**src/rtl/i2c_cmd_seq.sv**
```systemverilog
// i2c_cmd_seq
//   Turns single-transfer I2C commands (address, direction, 1..4 bytes) into
//   the control sequence of a byte-level I2C master. It reacts to the master's
//   status flags and returns one response per command: the read bytes and an
//   error code.
//
// Ports
//   clk, rst_n             clock, asynchronous active-low reset
//   cmd_valid/cmd_ready    command handshake (cmd_ready high only when idle)
//   cmd_addr, cmd_rw       slave address byte, 0 = write / 1 = read
//   cmd_len, cmd_wdata     byte count (1..4), write bytes (byte 0 in [7:0])
//   rsp_valid              one-cycle response strobe
//   rsp_rdata, rsp_err     read bytes (byte k in [8k+7:8k]), 00 ok / 01 timeout / 10 bad length
//   i2c_begin, i2c_rw      start request and direction to the master
//   conti_write            more write bytes follow the current one
//   conti_receive          more read bytes are wanted after the current one
//   write_en, write_data   one-cycle write-byte strobe and data
//   slave_addr             address byte presented to the master
//   flag_start/stop        master status levels
//   flag_ack/nack, read_en master status events (acted on at their rising edge)
//   read_data              read byte, valid with the read_en rise
//
// State table
//   state           | meaning
//   S_IDLE          | ready for a command
//   S_BEGIN         | i2c_begin held high for BEGIN_CYCLES cycles
//   S_WAIT_START    | waiting for flag_start level
//   S_WAIT_ADDR_ACK | waiting for the address ACK
//   S_WR_LOAD       | present write byte i, pulse write_en
//   S_WR_WAIT       | waiting for ACK (more bytes) or NACK (last byte)
//   S_RD_WAIT       | capturing read bytes on read_en rises
//   S_WAIT_STOP     | waiting for flag_stop level
//   S_RESP          | issue rsp_valid, then back to idle

module i2c_cmd_seq #(
  parameter int BEGIN_CYCLES = 2,
  parameter int TIMEOUT      = 65535
) (
  input  logic        clk,
  input  logic        rst_n,
  input  logic        cmd_valid,
  output logic        cmd_ready,
  input  logic [7:0]  cmd_addr,
  input  logic        cmd_rw,
  input  logic [2:0]  cmd_len,
  input  logic [31:0] cmd_wdata,
  output logic        rsp_valid,
  output logic [31:0] rsp_rdata,
  output logic [1:0]  rsp_err,
  output logic        i2c_begin,
  output logic        i2c_rw,
  output logic        conti_write,
  output logic        conti_receive,
  output logic        write_en,
  output logic [7:0]  slave_addr,
  output logic [7:0]  write_data,
  input  logic        flag_start,
  input  logic        flag_ack,
  input  logic        flag_nack,
  input  logic        flag_stop,
  input  logic        read_en,
  input  logic [7:0]  read_data
);

  // Timer is a down-counter that expires at zero; loading TIMEOUT-1 on entry
  // makes the timeout edge land exactly TIMEOUT cycles after the entry edge.
  localparam int TW = (TIMEOUT > 1) ? $clog2(TIMEOUT) : 1;
  localparam int BW = (BEGIN_CYCLES > 1) ? $clog2(BEGIN_CYCLES) : 1;
  localparam logic [TW-1:0] TMR_LOAD = TW'(TIMEOUT - 1);
  localparam logic [BW-1:0] BEG_LOAD = BW'(BEGIN_CYCLES - 1);

  localparam logic [1:0] ERR_OK      = 2'b00;
  localparam logic [1:0] ERR_TIMEOUT = 2'b01;
  localparam logic [1:0] ERR_BADLEN  = 2'b10;

  typedef enum logic [3:0] {
    S_IDLE,
    S_BEGIN,
    S_WAIT_START,
    S_WAIT_ADDR_ACK,
    S_WR_LOAD,
    S_WR_WAIT,
    S_RD_WAIT,
    S_WAIT_STOP,
    S_RESP
  } state_t;

  state_t        state;
  logic [7:0]    addr_q;
  logic          rw_q;
  logic [31:0]   wdata_q;
  logic [31:0]   rdata_q;
  logic [1:0]    idx;
  logic [1:0]    last_idx;
  logic [TW-1:0] tmr;
  logic [BW-1:0] beg_cnt;

  logic ack_q, nack_q, rden_q;
  logic ack_rise, nack_rise, rden_rise;
  logic in_wait;
  logic len_bad;

  always_ff @(posedge clk or negedge rst_n) begin
    if (!rst_n) begin
      ack_q  <= 1'b0;
      nack_q <= 1'b0;
      rden_q <= 1'b0;
    end else begin
      ack_q  <= flag_ack;
      nack_q <= flag_nack;
      rden_q <= read_en;
    end
  end

  assign ack_rise  = flag_ack  & ~ack_q;
  assign nack_rise = flag_nack & ~nack_q;
  assign rden_rise = read_en   & ~rden_q;

  assign in_wait = (state == S_WAIT_START)    || (state == S_WAIT_ADDR_ACK) ||
                   (state == S_WR_WAIT)       || (state == S_RD_WAIT)       ||
                   (state == S_WAIT_STOP);

  assign len_bad = (cmd_len == 3'd0) || (cmd_len > 3'd4);

  always_ff @(posedge clk or negedge rst_n) begin
    if (!rst_n) begin
      state         <= S_IDLE;
      cmd_ready     <= 1'b1;
      rsp_valid     <= 1'b0;
      rsp_rdata     <= '0;
      rsp_err       <= ERR_OK;
      i2c_begin     <= 1'b0;
      i2c_rw        <= 1'b0;
      conti_write   <= 1'b0;
      conti_receive <= 1'b0;
      write_en      <= 1'b0;
      slave_addr    <= '0;
      write_data    <= '0;
      addr_q        <= '0;
      rw_q          <= 1'b0;
      wdata_q       <= '0;
      rdata_q       <= '0;
      idx           <= '0;
      last_idx      <= '0;
      tmr           <= '0;
      beg_cnt       <= '0;
    end else begin
      // Strobes default low; the timer reloads whenever it is not counting,
      // which covers the reload on every state entry.
      write_en  <= 1'b0;
      rsp_valid <= 1'b0;
      tmr       <= TMR_LOAD;

      if (in_wait && (tmr == '0)) begin
        state         <= S_RESP;
        rsp_err       <= ERR_TIMEOUT;
        i2c_begin     <= 1'b0;
        conti_write   <= 1'b0;
        conti_receive <= 1'b0;
      end else begin
        case (state)
          S_IDLE: begin
            if (cmd_valid) begin
              cmd_ready <= 1'b0;
              addr_q    <= cmd_addr;
              rw_q      <= cmd_rw;
              wdata_q   <= cmd_wdata;
              rdata_q   <= '0;
              idx       <= '0;
              last_idx  <= 2'(cmd_len - 3'd1);
              if (len_bad) begin
                rsp_err <= ERR_BADLEN;
                state   <= S_RESP;
              end else begin
                i2c_rw        <= cmd_rw;
                conti_write   <= ~cmd_rw & (cmd_len > 3'd1);
                conti_receive <=  cmd_rw & (cmd_len > 3'd1);
                i2c_begin     <= 1'b1;
                beg_cnt       <= BEG_LOAD;
                state         <= S_BEGIN;
              end
            end
          end

          S_BEGIN: begin
            if (beg_cnt == '0) begin
              i2c_begin <= 1'b0;
              state     <= S_WAIT_START;
            end else begin
              beg_cnt <= beg_cnt - 1'b1;
            end
          end

          S_WAIT_START: begin
            if (flag_start) begin
              slave_addr <= addr_q;
              state      <= S_WAIT_ADDR_ACK;
            end else begin
              tmr <= tmr - 1'b1;
            end
          end

          S_WAIT_ADDR_ACK: begin
            if (ack_rise) begin
              state <= rw_q ? S_RD_WAIT : S_WR_LOAD;
            end else begin
              tmr <= tmr - 1'b1;
            end
          end

          S_WR_LOAD: begin
            write_data  <= wdata_q[{idx, 3'b000} +: 8];
            write_en    <= 1'b1;
            conti_write <= (idx != last_idx);
            state       <= S_WR_WAIT;
          end

          S_WR_WAIT: begin
            // A non-last byte only advances on ACK; the last byte only on NACK.
            if (idx != last_idx) begin
              if (ack_rise) begin
                idx   <= idx + 2'd1;
                state <= S_WR_LOAD;
              end else begin
                tmr <= tmr - 1'b1;
              end
            end else if (nack_rise) begin
              state <= S_WAIT_STOP;
            end else begin
              tmr <= tmr - 1'b1;
            end
          end

          S_RD_WAIT: begin
            if (rden_rise) begin
              rdata_q[{idx, 3'b000} +: 8] <= read_data;
              if (idx == last_idx) begin
                state <= S_WAIT_STOP;
              end else begin
                idx <= idx + 2'd1;
                // Byte len-2 just landed: tell the master the next one is the last.
                if ((idx + 2'd1) == last_idx) begin
                  conti_receive <= 1'b0;
                end
              end
            end else begin
              tmr <= tmr - 1'b1;
            end
          end

          S_WAIT_STOP: begin
            if (flag_stop) begin
              rsp_err <= ERR_OK;
              state   <= S_RESP;
            end else begin
              tmr <= tmr - 1'b1;
            end
          end

          S_RESP: begin
            rsp_valid     <= 1'b1;
            rsp_rdata     <= rdata_q;
            cmd_ready     <= 1'b1;
            conti_write   <= 1'b0;
            conti_receive <= 1'b0;
            i2c_begin     <= 1'b0;
            state         <= S_IDLE;
          end

          default: begin
            cmd_ready <= 1'b1;
            state     <= S_IDLE;
          end
        endcase
      end
    end
  end

endmodule

```
**config.mk**
```make
export PLATFORM = sky130hd
export DESIGN_NAME = i2c_cmd_seq
export DESIGN_NICKNAME = d
export VERILOG_FILES = /design/src/rtl/i2c_cmd_seq.sv
export SDC_FILE = /design/constraint.sdc
export NUM_CORES = 1
export LEC_CHECK = 0
export ABC_AREA = 1
export CAP_MARGIN = 20
export CORE_MARGIN = 10
export CORE_UTILIZATION = 30
export CTS_CLUSTER_DIAMETER = 60
export DETAILED_ROUTE_END_ITERATION = 10
export HOLD_SLACK_MARGIN = 0.08
export PLACE_DENSITY_LB_ADDON = 0.2
export SLEW_MARGIN = 5
export SYNTH_ARGS = -nofsm -noshare
export SYNTH_HDL_FRONTEND = slang
export SYNTH_SLANG_ARGS = --single-unit
```
**constraint.sdc**
```tcl
create_clock -name clk -period 2 [get_ports clk]
set_input_delay 0.4 -clock clk [delete_from_list [all_inputs] [get_ports clk]]
set_output_delay 0.4 -clock clk [all_outputs]
set_load 0.01 [all_outputs]
```
# == Word level (Yosys, flattened, before mapping) ==
# Index checks and enable logic that the tools add are counted.
# totals
reg_bits,158
output_inout_bits,57
wordCells,167
# classes
add_sub_neg,5
order_cmp,2
n_eq_ne,30
shifts,3
mux,61
bitwise,12
reduce_logical,31
# op_table
cell,count
$mux W16,7
$pmux W16 S5,1
$mux W32,2
$pmux W32 S2,1
$mux W4,12
$bwmux W32,1
$pmux W4 S8,1
$shift A8 B7 Y32 const A,1
$shiftx A32 B6 Y8,1
$shiftx A8 B7 Y32,1
$mux W2,10
$reduce_and A4 Y1,5
$mux W1,19
$eq A4 B3 Y1 const B,4
$logic_not A16 Y1,1
$sub A16 B1 Y16 const B,1
$ne A3 B3 Y1 const B,5
$ne A3 B2 Y1 const B,4
$reduce_and A3 Y1,4
$reduce_bool A4 Y1,3
$ne A2 B2 Y1 const B,5
$pmux W1 S3,3
$reduce_and A9 Y1,1
$eq A4 B2 Y1 const B,2
29 further kinds,49

# == Logic depth before layout (Yosys ltp) ==
# logic_depth
word_depth,8
mapped_depth,12

# == Worst setup path after synthesis ==
# No wires, ideal clock.
# synth_path
kind,register -> register
start,register idx[0]
end,register rdata_q[0]
setup_ns,0.065
t_arrival_ns,1.617
required_ns,1.935
path_slack_ns,0.318
path_stages_with_launch,9
path_buffers,2
cell_sequence,dfrtp_1 buf_2 inv_1 ha_1 clkbuf_1 nand4_1 nor2_1 nand2_1 nand2_1
# synth_via
elab_chain_len,5
# synth_rtl
element,line_no,text
from (decl),93,logic [1:0] idx;
from (signal assigned),222,idx <= idx + 2'd1;
from (signal assigned),240,idx <= idx + 2'd1;
$neg A5 Y7 *,236,"rdata_q[{idx, 3'b000} +: 8] <= read_data;"
$shiftx A8 B7 Y32 or $shift A8 B7 Y32 (tied branches),236,
$bwmux W32 *,236,
$mux W32 *,235,if (rden_rise) begin
$pmux W32 S2 *,161,case (state)
"to (signal, indexed assignment)",236,
to (decl),92,logic [31:0] rdata_q;
# Mark *: on every way between the ends. The rest lies on a longest branch, timed or not. The select of a mux whose other input is x is not followed.
# A chain may end at the register's enable or synchronous reset.

# == Final worst setup path ==
# layout_path
start,register cmd_ready
end,output cmd_ready
# layout_rtl
element,line_no,text
from (decl),42,"output logic cmd_ready,"
from (signal assigned),128,cmd_ready <= 1'b1;
from (signal assigned),164,cmd_ready <= 1'b0;
from (signal assigned),263,cmd_ready <= 1'b1;
# No word-level cell between the ends.

==> flow_metrics.tcl <==
set metrics [dict create \
    root_buffer "clkbuf_16" \
    crit_fanout 2 \
    wire_per_inst_um 14.4 \
    ys.flop_type "dfrtp_1" \
    required_ps 1600 \
    cts_tree "yes" \
    powerDensity_nw_per_um2 1250 \
    place_congestion 0.875 \
    syn_avg_cell_area_um2 7.84 \
    fin_ws_ps 83.4 \
    synth_area_leaders "dfrtp_1 53%, nand2_1 19%, nor2_1 4.3%" \
    place_area_um2 9280 \
    stdcell_area_um2 9880 \
    fin_nets 1167 \
    diodes 0 \
    utilization_pct 40.5 \
    grt-ovfl-total 0 \
    synth_top_cell_by_area "dfrtp_1" \
    crit_arrival_ps 1520 \
    synth_seq_area_share_pct 53.0 \
    syn_area_um2 7470 \
    die_area_um2 31600 \
    drt-initial-drc-count 371 \
    ys_warn_count 0 \
    dr.pass1.iters 4 \
    grt_pass1_wl_mm 34.0 \
    syn-num-nets 1019 \
    insertion_delay_ps 420 \
    finalHoldViolations 0 \
    fin_crit_sh_pct 95.8 \
    die_height_um 178 \
    path_cells "clkdlybuf4s50_1" \
    finClkSkew_ps 14.8 \
    p_leak_nw 4.82 \
    cp_slowest_cell "clkdlybuf4s50_1" \
    timing.fmax_ghz 0.522 \
    finalHoldWorstSlack_ps 430 \
    endpoint_kind "output pin" \
    track_usage_pct 13.4 \
    place_worst_setup_slack_ps -127 \
    viasPerCell 4.43 \
    cts_buffers 17 \
    critical-path-top-delay-family "buffers and inverters" \
    synth_top_cell_area_share_pct 52.6 \
    layout-drive-gt1-share_pct 8.98 \
    postSynth.asyncResetShare_pct 100 \
    fp.coreArea_um2 24400 \
    vias 6367 \
    io_buffers 116 \
    cpPeakStageDelay_ps 580 \
    slew_viol_final 0 \
    rsz0062_at_grt "false" \
    final-setup-viol-count 0 \
    grt_max_degree 47 \
    max_cap_violations 0 \
    ys_ff_latch 158 \
    tightest_slew_ps 547 \
    crit_type "reg -> out" \
    max_slew_margin_pct 63.2 \
    period_needed_ps 1920 \
    synth_edf_count 0 \
    postRouteAntennaNets 0 \
    synthToLayoutAreaGrowth_pct 32.4 \
    wl_mm 20.6 \
    start_util_pct 30.6 \
    clock-sinks 158 \
    outcome "completed" \
    fin_tns_setup_ps 0 \
    ys_types 34 \
    yosysMostFrequentCell "nand2_1" \
    fp.dieW_um 178 \
    antenna_found_initial 0 \
    crit_path_start_kind "flip-flop" \
    cp_num_buf_inv 1 \
    cts_buffer_depth 2 \
    io_pins 117 \
    synth_common_cells "385 x nand2_1, 157 x dfrtp_1, 85 x nor2_1" \
    hp-class "in -> async" \
    synthCells 952 \
    irDropWorstVdd_v 0.000652 \
    drcViolationCount 0 \
    htreeDepth 4 \
    path_clk_slew_ps 70 \
    rows 57 \
    first_global_vias 6562 \
    dp_hpwl_mm 15.5 \
]
-- metal layers --
metal,vias to the layer above,track usage [%],wire [um]
met5,-,0,0
met4,0,3.47,286
met3,16,4.46,1420
met2,161,20.3,9000
met1,2900,18.0,9920
li1,3290,-,-
-- cell type report --
class                           count  area, um2
Clock buffer                       19        453
Clock inverter                     13        126
Fill cell                        2550      14500
Inverter                           88        332
Multi-Input combinational cell    678       3060
Sequential cell                   158       3960
Tap cell                          324        405
Timing Repair Buffer              157       1550
-- worst paths after layout --
| kind | startpoint | endpoint | slack [ps] | cells after the start |
|---|---|---|---|---|
| worst max-delay path | cmd_ready | cmd_ready | 80 | 1 |
| worst min-delay path | rst_n | rsp_rdata[5] | 430 | 2 |
| worst max register to register | state[1] | rdata_q[14] | 190 | 10 |
| worst min register to register | tmr[0] | tmr[0] | 460 | 1 |
| max in group asynchronous | rst_n | cmd_ready | 970 | 3 |
| min in group clk | flag_nack | nack_q | 450 | 1 |
-- cell usage in the layout (no fill, tap or decap), types with 2 or more instances in the layout --
cell / synthesis / final
a21oi_1: 9 / 9
a31oi_1: 8 / 8
buf_12: 0 / 6
buf_4: 1 / 34
clkbuf_16: 0 / 17
clkbuf_8: 0 / 2
clkdlybuf4s50_1: 0 / 115
clkinv_2: 1 / 3
clkinvlp_4: 0 / 3
dfrtp_1: 157 / 157
ha_1: 7 / 7
inv_1: 84 / 84
inv_2: 2 / 2
inv_6: 0 / 5
nand2_1: 385 / 385
nand2_2: 2 / 2
nand2_4: 2 / 2
nand3_1: 60 / 60
nand3_2: 5 / 5
nand3_4: 2 / 2
nand3b_1: 2 / 2
nand4_1: 8 / 8
nor2_1: 85 / 83
nor2_2: 3 / 4
nor2_4: 6 / 7
nor3_1: 13 / 13
o211ai_1: 10 / 10
o21ai_0: 57 / 57
o21bai_1: 2 / 2
xnor2_1: 5 / 5
xor2_1: 2 / 2
-- metrics by stage --
| step | cells | power [W] |
|---|---|---|
| floorplan | 952 | 0.00731 |
| global placement | 1402 | 0.00918 |
| detailed placement | 1402 | 0.00921 |
| CTS | 1435 | 0.0125 |
| global route | 1437 | 0.0133 |
| finish | 1437 | 0.0123 |
-- cell families after synthesis --
family | synth area share (%)
flops | 53.0
buf+inv | 6.13
xor+xnor | 0.821
fa+ha+maj | 1.17
simple gates | 32.3
compound gates | 6.59
-- flip-flops by register name (all words and copies together) (netlist names) --
name,cells
last_idx,2
write_data,8
rsp_valid,1
tmr,16
nack_q,1
addr_q,8
cmd_ready,1
write_en,1
ack_q,1
i2c_rw,1
rsp_err,2
state,4
idx,2
conti_write,1
wdata_q,32
rsp_rdata,32
rden_q,1
i2c_begin,1
conti_receive,1
slave_addr,8
rw_q,1
beg_cnt,1
rdata_q,32
-- power breakdown --
group	switching, W	internal (W)	leakage, nW	total [W]
Combinational	0.00281	0.00179	2.53	0.00460
Sequential	0.000487	0.00402	2.02	0.00451
Clock	0.00139	0.00181	0.279	0.00320
Total	0.00469	0.00762	4.82	0.0123
-- timing repair --
action                     4_1_cts  5_1_grt
resized for setup                0        1
hold endpoints to repair        26        0
setup buffers                    0        2
hold buffers                     1        0
setup endpoints to repair        0       33
Power figures use the tool's default switching activity.
